## src/rtl/jk_monitor.sv

```systemverilog
// jk_monitor: JK flip-flop response checker with saturating check/error counters and sticky fault.
module jk_monitor #(
  parameter int CNT_W = 16,
  parameter int ERR_LIMIT = 4
) (
  input  logic             clk,
  input  logic             rst_n,
  input  logic             en,
  input  logic             j,
  input  logic             k,
  input  logic             q,
  output logic             exp_q,
  output logic             mismatch,
  output logic [CNT_W-1:0] err_cnt,
  output logic [CNT_W-1:0] chk_cnt,
  output logic             fault
);
  typedef enum logic [1:0] {IDLE, SEED, CHECK, FAULT} state_t;
  state_t state, state_d;
  logic exp_d, mis_d, nq;
  logic [CNT_W-1:0] err_d, chk_d, err_inc, chk_inc;
  // next state is built from the sampled DUT q so one bad edge yields one error
  assign nq = (j & ~q) | (~k & q);
  assign err_inc = &err_cnt ? err_cnt : err_cnt + 1'b1;
  assign chk_inc = &chk_cnt ? chk_cnt : chk_cnt + 1'b1;
  assign fault = state == FAULT;
  always_comb begin
    state_d = state;
    exp_d = exp_q;
    mis_d = 1'b0;
    err_d = err_cnt;
    chk_d = chk_cnt;
    if (!en) state_d = IDLE;
    else begin
      unique case (state)
        IDLE: begin
          err_d = '0;
          chk_d = '0;
          state_d = SEED;
        end
        SEED: begin
          exp_d = nq;
          state_d = CHECK;
        end
        CHECK: begin
          chk_d = chk_inc;
          mis_d = q != exp_q;
          err_d = mis_d ? err_inc : err_cnt;
          exp_d = nq;
          if (ERR_LIMIT != 0 && mis_d && 32'(err_d) == ERR_LIMIT) state_d = FAULT;
        end
        FAULT: state_d = FAULT;
      endcase
    end
  end
  always_ff @(posedge clk or negedge rst_n) begin
    if (!rst_n) begin
      state <= IDLE;
      exp_q <= 1'b0;
      mismatch <= 1'b0;
      err_cnt <= '0;
      chk_cnt <= '0;
    end else begin
      state <= state_d;
      exp_q <= exp_d;
      mismatch <= mis_d;
      err_cnt <= err_d;
      chk_cnt <= chk_d;
    end
  end
endmodule

```

## config.mk

```make
export PLATFORM = sky130hd
export DESIGN_NAME = jk_monitor
export DESIGN_NICKNAME = d
export VERILOG_FILES = /design/src/rtl/jk_monitor.sv
export SDC_FILE = /design/constraint.sdc
export NUM_CORES = 1
export LEC_CHECK = 0
export BUFFER_PORTS_ARGS = -buffer_cell sky130_fd_sc_hd__buf_2
export CAP_MARGIN = 20
export CORE_MARGIN = 3
export CORE_UTILIZATION = 60
export CTS_BUF_LIST = sky130_fd_sc_hd__clkbuf_16
export DETAILED_ROUTE_END_ITERATION = 10
export PLACE_DENSITY = 0.85
export SYNTH_ARGS = -nofsm -noshare
export SYNTH_HDL_FRONTEND = slang
export SYNTH_SLANG_ARGS = --single-unit
```

## constraint.sdc

```tcl
create_clock -name clk -period 7 [get_ports clk]
set_clock_uncertainty 0.15 [all_clocks]
set_input_delay 1.4 -clock clk [delete_from_list [all_inputs] [get_ports clk]]
set_output_delay 1.4 -clock clk [all_outputs]
set_load 0.02 [all_outputs]
```

==> impl_metrics.ini, run 1 <==
[layout]
mostFrequentLayoutCells = 40 x buf_2, 36 x dfrtp_1, 28 x nor2_1, 22 x nand2_1, 20 x o21ai_0
design_area_um2 = 2580
syn_to_final_growth_pct = 14.7
antenna_cells = 0
drive_gt1_frac = 0.194
fillers = 281
finalNetCount = 300
layout_commonest_cell = buf_2

[cts]
cts_buffers = 5
cts.htree.levels = 2
clockBufferDepth = 2
post_cts.resized_instances = 0
clock_latency_ns = 0.28
cts_hold_buffers = 0
clk_pin_slew_worst_paths_ns = 0.05
cts_setup_buffers = 0
cts_tree = yes
root_buffer = clkbuf_16
clock-sinks = 36

[synthesis]
yosys-top-cells-area = dfrtp_1 40%, xor2_1 5.8%, nor2_1 4.7%
syn-cell-area_um2 = 2250
synth_top_area_frac = 0.400
synth_warnings = 0
synth-seq-area-share = 0.400
synth_top_area_cell = dfrtp_1
syn_inst = 254
synth_fp_nets = 266
ys_seq_elements = 36
avgSynthCellArea_um2 = 8.88
ys_types = 48

[global_route]
grt_max_degree = 37
grt_pass1_vias = 1886
grt_use_total = 0.258
antenna_found_initial = 0
grt_overflow = 0
grt_pass1_wl_um = 8840

[drt]
drc = 0
vias = 2104
wl_um = 5260
postRouteAntennaNets = 0
via_per_inst = 6.30
drt-wirelength-per-cell_um = 15.7
first_pass_iters = 4
drt_iter0_drc = 197

[job]
max_cap_violations = 0

[setup_path]
cp.arrival_ns = 3.63
crit_type = in2reg
end_kind = register
cp_num_cells = 7
r2r_cells = 6
worst_path_max_delay_cell = xnor2_1
critical_path.top_delay_family = XOR/XNOR gates
crit_buf_inv = 1
max_stage_delay_ns = 0.83
critPathRequiredTime_ns = 7.00
worstSetupStartpointType = input pin
crit_fanout = 11
crit_chain = buf_2 > xnor2_1 > nor3_1 > xor2_1 > nor4_2 > a41oi_2 > mux2i_1

[sta]
maxSlewHeadroom = 0.281
fin_crit_sh = 0.519
hold_violations = 0
tightestPinTransition_ns = 1.07
finalSetupViolations = 0
grt_setup_unrepaired = false
drv_slew = 0
fmax_mhz = 276
finalSetupTns_ns = 0
period_minus_slack_ns = 3.63

[pwr]
leakagePower_nw = 1.21
sequentialPowerShare = 0.417
clkPwrFrac = 0.357
p_per_area_nw_per_um2 = 221
swShare = 0.317
p_int_w = 0.000391
power_frac_comb = 0.226
vdd_ir_drop_max_mv = 0.224
switchingPower_w = 0.000182

[die]
num_rows = 21
dieArea_um2 = 4530
die_height_um = 67.3
core_area_um2 = 3470
io_pins = 41
die_w_um = 67.3
start_util = 0.650

[worst_hold_path]
whs_path_depth = 2
hold_class = reg2reg

[placed_design]
port_buffers = 40
placed_area_um2 = 2450
hpwl_um = 3600
gp_congestion = 0.891

[outcome]
status = completed
worst reg2reg max path, delay by kind of cell (launching register included):
| family | cells | cell delay [ns] |
|---|---|---|
| AOI/OAI and AO/OA | 1 | 0.20 |
| xor gates and xnor gates | 2 | 1.11 |
| and+or+nand+nor | 2 | 0.68 |
| muxes | 1 | 0.16 |
| DFF | 1 | 0.41 |
state kept, by name, indices dropped and copies added (netlist names):
signal,count
chk_cnt,16
err_cnt,16
exp_q,1
mismatch,1
state,2
path summary, 6_finish.rpt:
check                            start           to  slack (ns)
setup / recovery                     q     state[1]        3.37
hold / removal             chk_cnt[10]  chk_cnt[10]        0.41
setup reg to reg                 exp_q     state[1]        4.18
hold reg to reg            chk_cnt[10]  chk_cnt[10]        0.41
max in group asynchronous        rst_n  err_cnt[14]        5.13
min in group asynchronous        rst_n   chk_cnt[3]        1.06
cell families (layout without fill, tap and decap cells):
group | after synthesis | after routing | synth area share
compound gates | 52 | 52 | 0.148
xor+xnor | 20 | 20 | 0.0777
fa+ha+maj | 6 | 6 | 0.0333
buf+inv | 22 | 56 | 0.0433
flops | 36 | 36 | 0.400
mux | 7 | 7 | 0.0322
simple gates | 111 | 111 | 0.266
cell usage after synthesis, drive strengths merged:
cell type,n
or4,2
or2,1
nand4,11
nand3,17
and3,3
xor2,15
nand3b,1
clkbuf,8
a22o,3
nor3,7
a41oi,2
ha,6
nor2,29
nor2b,3
o2111ai,1
or3,2
mux2,2
o21ai,22
dfrtp,36
o22ai,1
nand2,22
a41o,1
o21bai,1
and4,1
o41ai,1
nor4b,1
a31oi,5
a21o,1
inv,8
o32a,1
nor4,8
and2,1
xnor2,5
a32o,2
o31ai,2
mux2i,5
buf,6
o21a,1
a21oi,8
nand2b,2
power groups by stage:
stage | Clock, W | Combinational (W) | Sequential, W
4_1_cts | 0.000207 | 0.000129 | 0.000238
3_3_place_gp | 0 | 0.000126 | 0.000241
5_1_grt | 0.000215 | 0.000145 | 0.000240
2_1_floorplan | 0 | 0.0000840 | 0.000253
3_5_place_dp | 0 | 0.000128 | 0.000241
6_report | 0.000204 | 0.000130 | 0.000239
through the flow:
| stage | util | power, W | instances | hold WS (ns) | setup slack [ns] |
|---|---|---|---|---|---|
| global route | 0.745 | 0.000600 | 334 | 0.437 | 3.17 |
| global placement | 0.707 | 0.000367 | 327 | 0.383 | 3.26 |
| floorplan | - | 0.000337 | 254 | 0.417 | 3.83 |
| CTS | 0.745 | 0.000574 | 334 | 0.411 | 3.46 |
| finish | 0.745 | 0.000573 | 334 | 0.407 | 3.37 |
| detailed placement | 0.707 | 0.000369 | 327 | 0.396 | 3.19 |
metal layers:
metal / wire [um] / vias up / part of all wire / global-route usage
li1: - / 985 / - / -
met1: 2340 / 995 / 0.45 / 0.358
met2: 2400 / 114 / 0.46 / 0.390
met3: 425 / 10 / 0.081 / 0.0566
met4: 81 / 0 / 0.015 / 0.104
met5: 0 / - / 0 / 0
area by class of cell:
cell class                      count  area, um2  area share
Clock inverter                      2       7.51     0.00290
Clock buffer                        5        125      0.0484
Inverter                            8       30.0      0.0116
Tap cell                           46       57.6      0.0223
Timing Repair Buffer               41        208      0.0803
Sequential cell                    36        901       0.348
Multi-Input combinational cell    196       1260       0.486
Note: power is estimated with default switching activity, not from simulation.
==> run 2, diff against run 1 <==
CORE_UTILIZATION = 50   (was 60)
PLACE_DENSITY = 0.76   (was 0.85)
clock period = 2.9 ns   (was 7 ns; I/O delays follow)
==> impl_metrics.ini, run 2 (synthesized netlist as in run 1, its figures left out) <==
[drt]
via_per_inst = 6.03
postRouteAntennaNets = 0
drc = 0
drt_iter0_drc = 163
vias = 2069
first_pass_iters = 4
drt-wirelength-per-cell_um = 15.4
wl_um = 5270

[sta]
fmax_mhz = 369
period_minus_slack_ns = 2.71
hold_violations = 0
finalSetupTns_ns = 0
fin_crit_sh = 0.935
maxSlewHeadroom = 0.476
grt_setup_unrepaired = false
drv_slew = 0
finalSetupViolations = 0
tightestPinTransition_ns = 0.787

[layout]
top_regs = chk_cnt x16, err_cnt x16, state x2
antenna_cells = 0
finalNetCount = 304
fillers = 354
layout_commonest_cell = buf_2
mostFrequentLayoutCells = 40 x buf_2, 36 x dfrtp_1, 28 x nor2_1, 22 x nand2_1, 20 x o21ai_0
final_util = 0.635
drive_gt1_frac = 0.212
syn_to_final_growth_pct = 17.6

[worst_hold_path]
hold_class = in2async

[job]
max_cap_violations = 0

[die]
die_w_um = 73.2
die_height_um = 73.2
dieArea_um2 = 5350
start_util = 0.540
core_area_um2 = 4170
io_pins = 41
num_rows = 23

[global_route]
grt_overflow = 0
grt_max_degree = 37
grt_use_total = 0.209
grt_pass1_wl_um = 8800
grt_pass1_vias = 1869
antenna_found_initial = 0

[cts]
clock_latency_ns = 0.28
cts_hold_buffers = 0
cts_setup_buffers = 0
clk_pin_slew_worst_paths_ns = 0.06
cts_buffers = 5
clock-sinks = 36
post_cts.resized_instances = 0
clockBufferDepth = 2
root_buffer = clkbuf_16
cts.htree.levels = 2
cts_tree = yes

[setup_path]
worstSetupStartpointType = register
crit_type = reg2reg
cp.arrival_ns = 2.72
crit_fanout = 8
critPathRequiredTime_ns = 2.91
rrSetupSlack_ns = 0.19
r2r-start = err_cnt[0]
end_kind = register
crit_start = err_cnt[0]

[placed_design]
gp_congestion = 0.923
port_buffers = 40
hpwl_um = 3710

[pwr]
leakagePower_nw = 1.25
p_per_area_nw_per_um2 = 573
vdd_ir_drop_max_mv = 0.430

[outcome]
status = completed
==> run 2: worst max-delay path: stages, from the launching register on <==
cell and delay, ns:
dfrtp_1 0.45, ha_1 0.32, nand4_1 0.20, or4_4 0.58
nor2_4 0.16, o2111ai_1 0.16, a21oi_1 0.23, a41oi_2 0.18
mux2i_1 0.16
==> run 2: per-layer routing <==
layer	vias to the layer above	GRT usage	wire length (um)
met2	59	0.306	2340
met3	9	0.0331	332
met4	0	0.0943	91
li1	994	-	-
met1	1007	0.303	2500
met5	-	0	0
==> run 2: metrics by stage <==
| stage | hold WS, ns | total power (W) | setup WS [ns] | instance area, um2 | instances |
|---|---|---|---|---|---|
| 5_1_grt | 0.307 | 0.00159 | 0.0560 | 2650 | 343 |
| 3_3_place_gp | 0.382 | 0.000911 | 0.222 | 2490 | 335 |
| 3_5_place_dp | 0.392 | 0.000919 | 0.168 | 2490 | 335 |
| 4_1_cts | 0.267 | 0.00152 | 0.204 | 2650 | 343 |
| 6_report | 0.230 | 0.00152 | 0.188 | 2650 | 343 |
| 2_1_floorplan | 0.134 | 0.000813 | 0.409 | 2250 | 254 |
==> run 2: path summary, 6_finish.rpt <==
check	endpoint	depth (start not counted)
max	state[0]	8
min	chk_cnt[0]	1
max reg2reg	state[0]	8
min reg2reg	chk_cnt[1]	1
max in group asynchronous	err_cnt[12]	1
min in group clk	chk_cnt[1]	1
==> run 2: power breakdown <==
part	internal, W	total (W)	switching, W
logic	0.000124	0.000338	0.000214
clock network	0.000400	0.000605	0.000205
registers	0.000534	0.000577	0.0000425
==> run 2: cell type report <==
| cell class | count | area, um2 | share of cell area |
|---|---|---|---|
| timing repair buffer | 45 | 238 | 0.0897 |
| inverter | 8 | 30.0 | 0.0113 |
| tap | 50 | 62.6 | 0.0236 |
| clock inverter | 3 | 38.8 | 0.0146 |
| sequential | 36 | 901 | 0.340 |
| clock buffer | 5 | 125 | 0.0472 |
| multi-input combinational | 196 | 1260 | 0.474 |
==> run 3, diff against run 2 <==
ABC_AREA = 1   (was default)
CORE_UTILIZATION = 51   (was 50)
PLACE_DENSITY = 0.77   (was 0.76)
SKIP_CTS_REPAIR_TIMING = 1   (was default)
==> impl_metrics.ini, run 3 <==
[job]
max_cap_violations = 0

[synthesis]
synth_top_area_frac = 0.384
synthTopCellsByCount = 101 x nand2_1, 50 x inv_1, 36 x dfrtp_1
synth_edf_count = 0
async_flop_share = 1.00
synth-seq-area-share = 0.384
yosysMostFrequentCell = nand2_1
yosys-top-cells-area = dfrtp_1 38%, nand2_1 16%, inv_1 8.0%
syn-cell-area_um2 = 2350
synth_top_area_cell = dfrtp_1
avgSynthCellArea_um2 = 6.95
ys_seq_elements = 36
synth_warnings = 0
synth_fp_nets = 350
syn_inst = 338
synth-main-ff-cell = dfrtp_1
ys_types = 26

[sta]
fmax_mhz = 440
drv_slew = 0
finalSetupViolations = 0
maxSlewHeadroom = 0.472
fin_crit_sh = 0.784
period_minus_slack_ns = 2.27
tightestPinTransition_ns = 0.792
finalSetupTns_ns = 0
hold_violations = 0
grt_setup_unrepaired = false

[die]
dieArea_um2 = 5460
die_height_um = 73.9
io_pins = 41
start_util = 0.532
num_rows = 24
core_area_um2 = 4410
die_w_um = 73.9

[global_route]
met1_usage = 0.282
grt_pass1_vias = 2154
grt_max_degree = 37
use_met3 = 0.0438
use_met2 = 0.402
grt_use_total = 0.231
top_usage_layer = met2
antenna_found_initial = 0
grt_pass1_wl_um = 9720
grt_overflow = 0

[setup_path]
crit_type = reg2reg
worstSetupStartpointType = register
cp.arrival_ns = 2.29
r2r-start = state[0]
r2r_cells = 11
rrSetupSlack_ns = 0.63
critPathRequiredTime_ns = 2.92
rr_endpoint = chk_cnt[14]
crit_fanout = 7
end_kind = register

[pwr]
switchingPower_w = 0.000522
vdd_ir_drop_max_mv = 0.329
sequentialPowerShare = 0.365
swShare = 0.328
p_per_area_nw_per_um2 = 572
clkPwrFrac = 0.386
power_frac_comb = 0.248
p_int_w = 0.00107
leakagePower_nw = 1.46
power.total_w = 0.00159

[drt]
drt_iter0_drc = 182
via_per_inst = 5.30
postRouteAntennaNets = 0
drt-wirelength-per-cell_um = 12.9
first_pass_iters = 4
drc = 0
vias = 2317
wl_um = 5630

[cts]
clk_pin_slew_worst_paths_ns = 0.06
cts_tree = yes
clock_latency_ns = 0.28
clockBufferDepth = 2
cts_buffers = 5
clock-sinks = 36
cts.htree.levels = 2
root_buffer = clkbuf_16

[worst_hold_path]
hold_class = in2async

[outcome]
status = completed

[placed_design]
place_inst = 429
port_buffers = 40
hpwl_um = 4220
gp_congestion = 0.834

[layout]
mostFrequentLayoutCells = 101 x nand2_1, 50 x inv_1, 40 x buf_2, 36 x dfrtp_1, 27 x nor2_1
drive_gt1_frac = 0.208
finalNetCount = 396
antenna_cells = 0
final_cells = 437
fillers = 403
top_regs = chk_cnt x16, err_cnt x16, state x2
syn_to_final_growth_pct = 18.6
layout_commonest_cell = nand2_1
==> run 3: per-layer routing <==
layer,up-vias,wire (um)
met5,-,0
met4,0,108
met3,11,269
met2,66,2890
met1,1072,2360
li1,1168,-
==> run 3: how the worst max path moves through the flow <==
stage                     slack [ns]  cells past startpoint  startpoint     endpoint
after floorplan                 0.86                     14  err_cnt[1]     state[0]
after global placement          0.59                     13           q     state[0]
after detailed placement        0.57                     13           q     state[1]
after CTS                       0.62                     11    state[0]  chk_cnt[14]
after global routing            0.33                     11    state[0]  chk_cnt[14]
final                           0.63                     11    state[0]  chk_cnt[14]
==> run 3: worst max-delay path, cell delays in order, from the launching register on <==
cell	delay, ns
dfrtp_1	0.41
inv_1	0.09
ha_1	0.24
nand2_1	0.10
nand2_1	0.10
o21ai_2	0.12
nor2_2	0.22
nand2_1	0.12
nor3b_1	0.37
nand3_1	0.12
nand2_1	0.08
a21oi_1	0.04
==> run 3: cell type report <==
cell class / instances / area (um2) / share of cell area
Clock buffer: 5 / 125 / 0.0449
Timing Repair Buffer: 42 / 215 / 0.0773
Clock inverter: 3 / 42.5 / 0.0153
Inverter: 56 / 211 / 0.0759
Multi-Input combinational cell: 243 / 1220 / 0.440
Tap cell: 52 / 65.1 / 0.0234
Sequential cell: 36 / 901 / 0.323
==> run 3: cells by family after synthesis <==
logic type | share of synthesized area
flip-flops | 0.384
adder cells (fa/ha/maj) | 0.0320
buffers and inverters | 0.0948
AO/OA/AOI/OAI | 0.120
XOR/XNOR | 0.00746
AND/OR/NAND/NOR | 0.362
==> run 3: through the flow <==
| step | hold WS [ns] | cell area (um2) | utilization | worst slack, ns |
|---|---|---|---|---|
| final | 0.234 | 2790 | 0.631 | 0.627 |
| after global routing | 0.301 | 2790 | 0.631 | 0.327 |
| after CTS | 0.268 | 2790 | 0.631 | 0.622 |
| after detailed placement | 0.379 | 2620 | 0.593 | 0.575 |
| after global placement | 0.362 | 2620 | 0.593 | 0.589 |
| after floorplan | 0.134 | 2350 | - | 0.858 |
==> run 3: power by group through the flow <==
stage          Clock, W  Combinational, W  Sequential [W]
6_report       0.000615          0.000395        0.000582
5_1_grt        0.000645          0.000447        0.000590
4_1_cts        0.000621          0.000400        0.000582
3_5_place_dp          0          0.000395        0.000590
3_3_place_gp          0          0.000388        0.000588
2_1_floorplan         0          0.000242        0.000623
